$ cat src/rtl/countdown_timer_if.sv
// Control and status bundle for countdown_timer: load/enable/mode in, count and
// status flags out.
interface countdown_timer_if #(
  parameter int WIDTH = 4
);
  logic             enable;
  logic             load;
  logic [WIDTH-1:0] load_value;
  logic             periodic;
  logic [WIDTH-1:0] count_out;
  logic             expired;
  logic             busy;
  logic             done;

  modport master (
    output enable, load, load_value, periodic,
    input  count_out, expired, busy, done
  );

  modport slave (
    input  enable, load, load_value, periodic,
    output count_out, expired, busy, done
  );
endinterface

$ cat src/rtl/countdown_timer.sv
// Loadable down-counter timer with one-shot and auto-reload modes; flags the
// 1->0 terminal event with a registered one-cycle expired pulse.
//
// state | meaning
// IDLE  | no count loaded (reset or load of zero); enable ignored
// RUN   | counting down on enabled cycles
// DONE  | one-shot finished, count held at zero until load or reset
module countdown_timer #(
  parameter int WIDTH = 4
) (
  input  logic                clock_i,
  input  logic                reset_i,
  countdown_timer_if.slave    bus
);

  typedef enum logic [1:0] {
    IDLE = 2'd0,
    RUN  = 2'd1,
    DONE = 2'd2
  } state_t;

  localparam logic [WIDTH-1:0] ONE  = WIDTH'(1);
  localparam logic [WIDTH-1:0] ZERO = '0;

  state_t           state_q, state_d;
  logic [WIDTH-1:0] count_q, count_d;
  logic [WIDTH-1:0] reload_q, reload_d;
  logic             expired_q, expired_d;
  logic             busy_q, busy_d;
  logic             done_q, done_d;

  always_ff @(posedge clock_i) begin
    if (!reset_i) begin
      state_q   <= IDLE;
      count_q   <= ZERO;
      reload_q  <= ZERO;
      expired_q <= 1'b0;
      busy_q    <= 1'b0;
      done_q    <= 1'b0;
    end else begin
      state_q   <= state_d;
      count_q   <= count_d;
      reload_q  <= reload_d;
      expired_q <= expired_d;
      busy_q    <= busy_d;
      done_q    <= done_d;
    end
  end

  always_comb begin
    state_d   = state_q;
    count_d   = count_q;
    reload_d  = reload_q;
    expired_d = 1'b0;

    if (bus.load) begin
      // A load on the terminal edge wins and swallows the expired pulse.
      reload_d = bus.load_value;
      count_d  = bus.load_value;
      state_d  = (bus.load_value != ZERO) ? RUN : IDLE;
    end else begin
      unique case (state_q)
        IDLE: begin
          state_d = IDLE;
        end
        RUN: begin
          if (bus.enable) begin
            if (count_q == ONE) begin
              expired_d = 1'b1;
              if (bus.periodic) begin
                count_d = reload_q;
              end else begin
                count_d = ZERO;
                state_d = DONE;
              end
            end else if (count_q != ZERO) begin
              count_d = count_q - ONE;
            end
          end
        end
        DONE: begin
          count_d = ZERO;
        end
        default: begin
          state_d = IDLE;
          count_d = ZERO;
        end
      endcase
    end

    // Status flags are registered from the next state so they line up with count_out.
    busy_d = (state_d == RUN);
    done_d = (state_d == DONE);
  end

  assign bus.count_out = count_q;
  assign bus.expired   = expired_q;
  assign bus.busy      = busy_q;
  assign bus.done      = done_q;

endmodule

$ cat src/flat_wrapper.sv
// flat-port wrapper written by rule: the top's interface ports become plain ports
module countdown_timer_flat 
#(
  parameter int WIDTH = 4
)
  (clock_i, reset_i, bus_enable, bus_load, bus_load_value, bus_periodic, bus_count_out, bus_expired, bus_busy, bus_done);
  countdown_timer_if #(.WIDTH(WIDTH)) bus_i ();
  input  logic clock_i;
  input  logic reset_i;
  input wire logic [$bits(bus_i.enable)-1:0] bus_enable;
  input wire logic [$bits(bus_i.load)-1:0] bus_load;
  input wire logic [$bits(bus_i.load_value)-1:0] bus_load_value;
  input wire logic [$bits(bus_i.periodic)-1:0] bus_periodic;
  output wire logic [$bits(bus_i.count_out)-1:0] bus_count_out;
  output wire logic [$bits(bus_i.expired)-1:0] bus_expired;
  output wire logic [$bits(bus_i.busy)-1:0] bus_busy;
  output wire logic [$bits(bus_i.done)-1:0] bus_done;
  assign bus_i.enable = bus_enable;
  assign bus_i.load = bus_load;
  assign bus_i.load_value = bus_load_value;
  assign bus_i.periodic = bus_periodic;
  assign bus_count_out = bus_i.count_out;
  assign bus_expired = bus_i.expired;
  assign bus_busy = bus_i.busy;
  assign bus_done = bus_i.done;
  countdown_timer #(.WIDTH(WIDTH)) u_core (.clock_i(clock_i), .reset_i(reset_i), .bus(bus_i));
endmodule
$ cat config.mk
export PLATFORM = sky130hd
export DESIGN_NAME = countdown_timer_flat
export DESIGN_NICKNAME = d
export VERILOG_FILES = /design/src/rtl/countdown_timer_if.sv /design/src/rtl/countdown_timer.sv /design/src/flat_wrapper.sv
export SDC_FILE = /design/constraint.sdc
export NUM_CORES = 1
export LEC_CHECK = 0
export CORE_MARGIN = 4
export CORE_UTILIZATION = 40
export CTS_BUF_LIST = sky130_fd_sc_hd__clkbuf_8 sky130_fd_sc_hd__clkbuf_16
export CTS_CLUSTER_SIZE = 25
export DETAILED_ROUTE_END_ITERATION = 7
export GPL_ROUTABILITY_DRIVEN = 0
export MAX_ROUTING_LAYER = met4
export PLACE_DENSITY_LB_ADDON = 0.2
export SYNTH_ARGS = -nofsm -noshare
export SYNTH_HDL_FRONTEND = slang
export SYNTH_SLANG_ARGS = --single-unit
export TNS_END_PERCENT = 1
$ cat constraint.sdc
create_clock -name clock_i -period 2.71 [get_ports clock_i]
set_clock_uncertainty 0.15 [all_clocks]
set_input_delay 0.271 -clock clock_i [delete_from_list [all_inputs] [get_ports clock_i]]
set_output_delay 0.271 -clock clock_i [all_outputs]
set_load 0.05 [all_outputs]
=== Yosys cells after proc, flatten, opt, wreduce, memory -nomap -nowiden ===
Cells that the tools add are included.
W data, S select, Z words.

* Flip-flop bits (word level): 13
* Bits of input ports: 9
* Output and inout bits: 7
* Word-level logic and storage cells: 36

* Multiplexer cells: 13
* Reductions and logical operators: 5
* $add $sub $neg: 1
* Bitwise gates (word level): 3
* Eq/ne operators: 8

{| class="wikitable"
|+ Operators with widths
! cell !! count
|-
| $mux W4 || 5
|-
| $mux W2 || 4
|-
| $pmux W4 S2 || 1
|-
| $reduce_bool A4 Y1 || 2
|-
| $eq A2 B1 Y1 const B || 2
|-
| $eq A2 B2 Y1 const B || 2
|-
| $eq A4 B1 Y1 const B || 1
|-
| $ne A4 B2 Y1 const B || 1
|-
| $pmux W2 S2 || 1
|-
| $reduce_or A4 Y1 || 1
|-
| $sub A4 B1 Y4 const B || 1
|-
| $ne A3 B3 Y1 const B || 1
|-
| $not A1 Y1 || 3
|-
| $reduce_and A3 Y1 || 1
|-
| $logic_not A2 Y1 || 1
|-
| $mux W1 || 2
|-
| $ne A2 B2 Y1 const B || 1
|}

=== Longest topological paths before layout ===
* Depth in word-level cells: 6
* Depth in mapped cells: 6
* Mapped depth without buffers: 6

=== Least setup slack after synthesis ===
Ideal clock, no wire load.

* Kind: register to register
* Start point: reg u_core.count_q[1], in the netlist u_core.bus.count_out[1]
* End point: reg u_core.count_q[3], in the netlist u_core.bus.count_out[3]
* Stages on the path, launching flop included: 7
* Buffers on the path: 0
* Arrival time: 2.089 ns
* Required time: 2.420 ns
* Period minus slack after synthesis: 2.379 ns
* Slack: 0.331 ns
* Library setup time: 0.140 ns
* Cells stage by stage: dfxtp_1 -> inv_1 -> ha_1 -> or4b_1 -> a311o_2 -> o21ai_1 -> a41oi_1

* Word-level cells in the longest chain between the ends: 6
* Elaborated cells between the ends (all ways): 10
* Those cells by class: add/sub (1); eq/ne (2); mux (5); reduce/logical (2)

{| class="wikitable"
|+ Ends and longest elaborated chain
! element !! RTL line !! source
|-
| start: declaration || countdown_timer.sv:26 || <nowiki>logic [WIDTH-1:0] count_q, count_d;</nowiki>
|-
| start signal: assignment || countdown_timer.sv:42 || <nowiki>count_q <= count_d;</nowiki>
|-
| $sub A4 B1 Y4 || countdown_timer.sv:77 || <nowiki>count_d = count_q - ONE;</nowiki>
|-
| $mux W4 || countdown_timer.sv:76 || <nowiki>end else if (count_q != ZERO) begin</nowiki>
|-
| $mux W4 || countdown_timer.sv:68 || <nowiki>if (count_q == ONE) begin</nowiki>
|-
| $mux W4 || countdown_timer.sv:67 || <nowiki>if (bus.enable) begin</nowiki>
|-
| $pmux W4 S2 || countdown_timer.sv:62 || <nowiki>unique case (state_q)</nowiki>
|-
| $mux W4 || countdown_timer.sv:56 || <nowiki>if (bus.load) begin</nowiki>
|}

Parallel ways exist; a longest one is shown, timed or not. The select of a mux whose other input is x is not followed.
A chain may end at the register's enable or synchronous reset.

=== Worst setup path in the final report ===
* Start point: reg u_core.count_q[1], in the netlist u_core.bus.count_out[1]
* End point: reg u_core.count_q[1], in the netlist u_core.bus.count_out[1]

The elaborated chain is that of the path after synthesis.

==> metrics <==
post-synthesis register bit count=13; Final min period=approximately 2100 ps; # IOs=16; Detailed Place HPWL=1.197 mm; Cells after Synth=79; TNS Setup=0 ps; CP Data Arrival Time=2120 ps; GRT overflow=0; share of cells above drive strength 1=between 7 and 8%; Tcrit/Tclk final=approximately four fifths; area leader, netlist=dfxtp_1; RSZ-0062 raised after global routing=false; Setup WS post-layout=approximately 570 ps; Slew @ Worst Pin=500.0 ps; CP Max Fanout=8; die footprint=0.002508 mm^2; Synth Area per Inst=~9.0 um^2; 1st-iter DRT viols=5; Global Route Usage Sum=14.81%; CTS tree=done; Layout area overhead=31.98%; setup bufs post-CTS=0; final wirelength=1.582 mm; startpoint types=flop; CTS Root Cell=clkbuf_8; H-tree levels=1; HP Class=reg2reg; post_cts resized=0; Final Max Slew Viols=0; vias per cell=roughly 5.3; synthesized area=slightly above 700 um^2; DRC Markers=0; drt first pass iters=4; synth unique cells=31; Synth top area share=around 37%; # clock sinks=13; Peak VDD IR=about 0.33 mV; CTS Buf Count=3; Longest Clk Path Bufs=2; Hold Fails Final Rpt=0; fill count=between 100 and 150; Rows=14; top post-synthesis cells by area=dfxtp_1, ha_1, mux2i_1, nor2b_1, inv_1; CP Data Required Time=2690 ps; WL per Instance=13.07 um; ANT nets after route=0; largest net degree at the start of global routing=15; global-route wire length before repair=2.725 mm; n_diodes=0; Worst setup EP type=flop; vias in the first global route=575; Worst-path clk slew=~60 ps; hold-fix buffers at CTS=0; Mapped Nets=93; Die Ht=50.08 um; commonest non-fill, non-tap cell in the layout=clkdlybuf4s50_1; design area=934.6 um^2; Core Footprint=between 0.0015 and 0.002 mm^2; overall die width=approximately 50 um; DP Worst Slack=580.1 ps; Post-DP Area=~900 um^2; Initial Util=44.43%; Final setup viols=0; port buffer count=15; Setup CP Type=reg2reg; Worst-Skew Late Latency=250 ps; Pwr per Cell Area=530.7 mW/mm^2; Final #Nets=112; Relative slew margins=66.56%; initial antenna violation count=0; most frequent cells in the layout=clkdlybuf4s50_1, dfxtp_1, inv_1; Yosys warnings=0; reported leakage power=0.3817 nW; sequential element share of the synthesized area=36.75%; Max Clk Rate=467.0 MHz; vias post-DR=between 600 and 700; Max Cap Viol=0; status=finished clean
==> per-layer routing <==
| layer | global-route usage, % | vias to the layer above | routed length, um |
|---|---|---|---|
| met5 | - | - | 0 |
| met3 | 5.422 | 5 | 77 |
| met2 | 21.09 | 11 | 723 |
| li1 | - | 326 | - |
| met1 | 17.77 | 296 | 743 |
| met4 | 8.295 | 0 | 37 |
==> Yosys cell counts (all sizes together) <==
library cell	number
a311o	1
o31ai	2
a41oi	1
o211ai	1
o311ai	1
mux2i	3
a21boi	2
and3b	1
and2	1
and3	3
nand3b	1
nand4b	2
or4b	1
o41ai	1
ha	5
a32oi	1
and4	1
nand2b	2
nor2	5
a31oi	3
nor2b	4
nand2	4
inv	6
nand3	2
o311a	1
clkbuf	2
and2b	1
dfxtp	13
nor3b	2
o21ai	6
==> worst paths after layout <==
| kind | from | to | slack [ps] | depth (start not counted) |
|---|---|---|---|---|
| worst min-delay path | u_core.reload_q[0]$_SDFFE_PN0P_ | u_core.reload_q[0]$_SDFFE_PN0P_ | 340 | 2 |
| worst min register to register | u_core.reload_q[0]$_SDFFE_PN0P_ | u_core.reload_q[0]$_SDFFE_PN0P_ | 340 | 2 |
| worst max-delay path | u_core.bus.count_out[1]$_SDFFE_PN0P_ | u_core.bus.count_out[1]$_SDFFE_PN0P_ | 570 | 6 |
| worst max register to register | u_core.bus.count_out[1]$_SDFFE_PN0P_ | u_core.bus.count_out[1]$_SDFFE_PN0P_ | 570 | 6 |
==> state kept, by name, summed over array words and instances (netlist names) <==
register / cells
u_core.bus.busy: 1
u_core.bus.count_out: 4
u_core.bus.done: 1
u_core.bus.expired: 1
u_core.reload_q: 4
u_core.state_q: 2
==> cell families (layout without fill, tap and decap cells) <==
family                     Yosys count  after routing  share of synthesized area [%]
muxes                                3              3                          4.240
buffers and inverters                8             26                          4.240
DFF                                 13             13                          36.75
AOI/OAI and AO/OA                   20             20                          20.14
and+or+nand+nor                     30             30                          25.80
adders and majority gates            5              5                          8.834
==> final cells by class <==
type	instances	area [um^2]	area share [%]
Multi-Input combinational cell	58	417.9	44.71
Sequential cell	13	260.3	27.84
Timing Repair Buffer	16	157.7	16.87
Clock buffer	3	41.29	4.418
Tap cell	24	30.03	3.213
Inverter	6	22.52	2.410
Clock inverter	1	5.005	0.5355
==> critical path: stages, from the launching register on <==
cell and delay, ps:
dfxtp_1 380, inv_1 80, ha_1 230, or4b_1 490
a311o_2 480, o21ai_1 150, a31oi_1 60
==> power by group <==
part           total [mW]  internal [mW]  switching (mW)
Clock               0.176          0.102          0.0739
Sequential          0.213          0.202          0.0111
Combinational       0.107         0.0474          0.0599
==> metrics by stage <==
stage | power (mW) | util (%) | hold WS [ps] | cells
after global placement | 0.3225 | 55.73 | 319.5 | 117
final | 0.4960 | 58.63 | 336.8 | 121
after detailed placement | 0.3248 | 55.73 | 327.6 | 117
after floorplan | 0.2837 | - | 263.4 | 79
after CTS | 0.5041 | 58.63 | 337.6 | 121
after global routing | 0.5222 | 58.63 | 363.0 | 121
(Power assumes the default switching activity.)
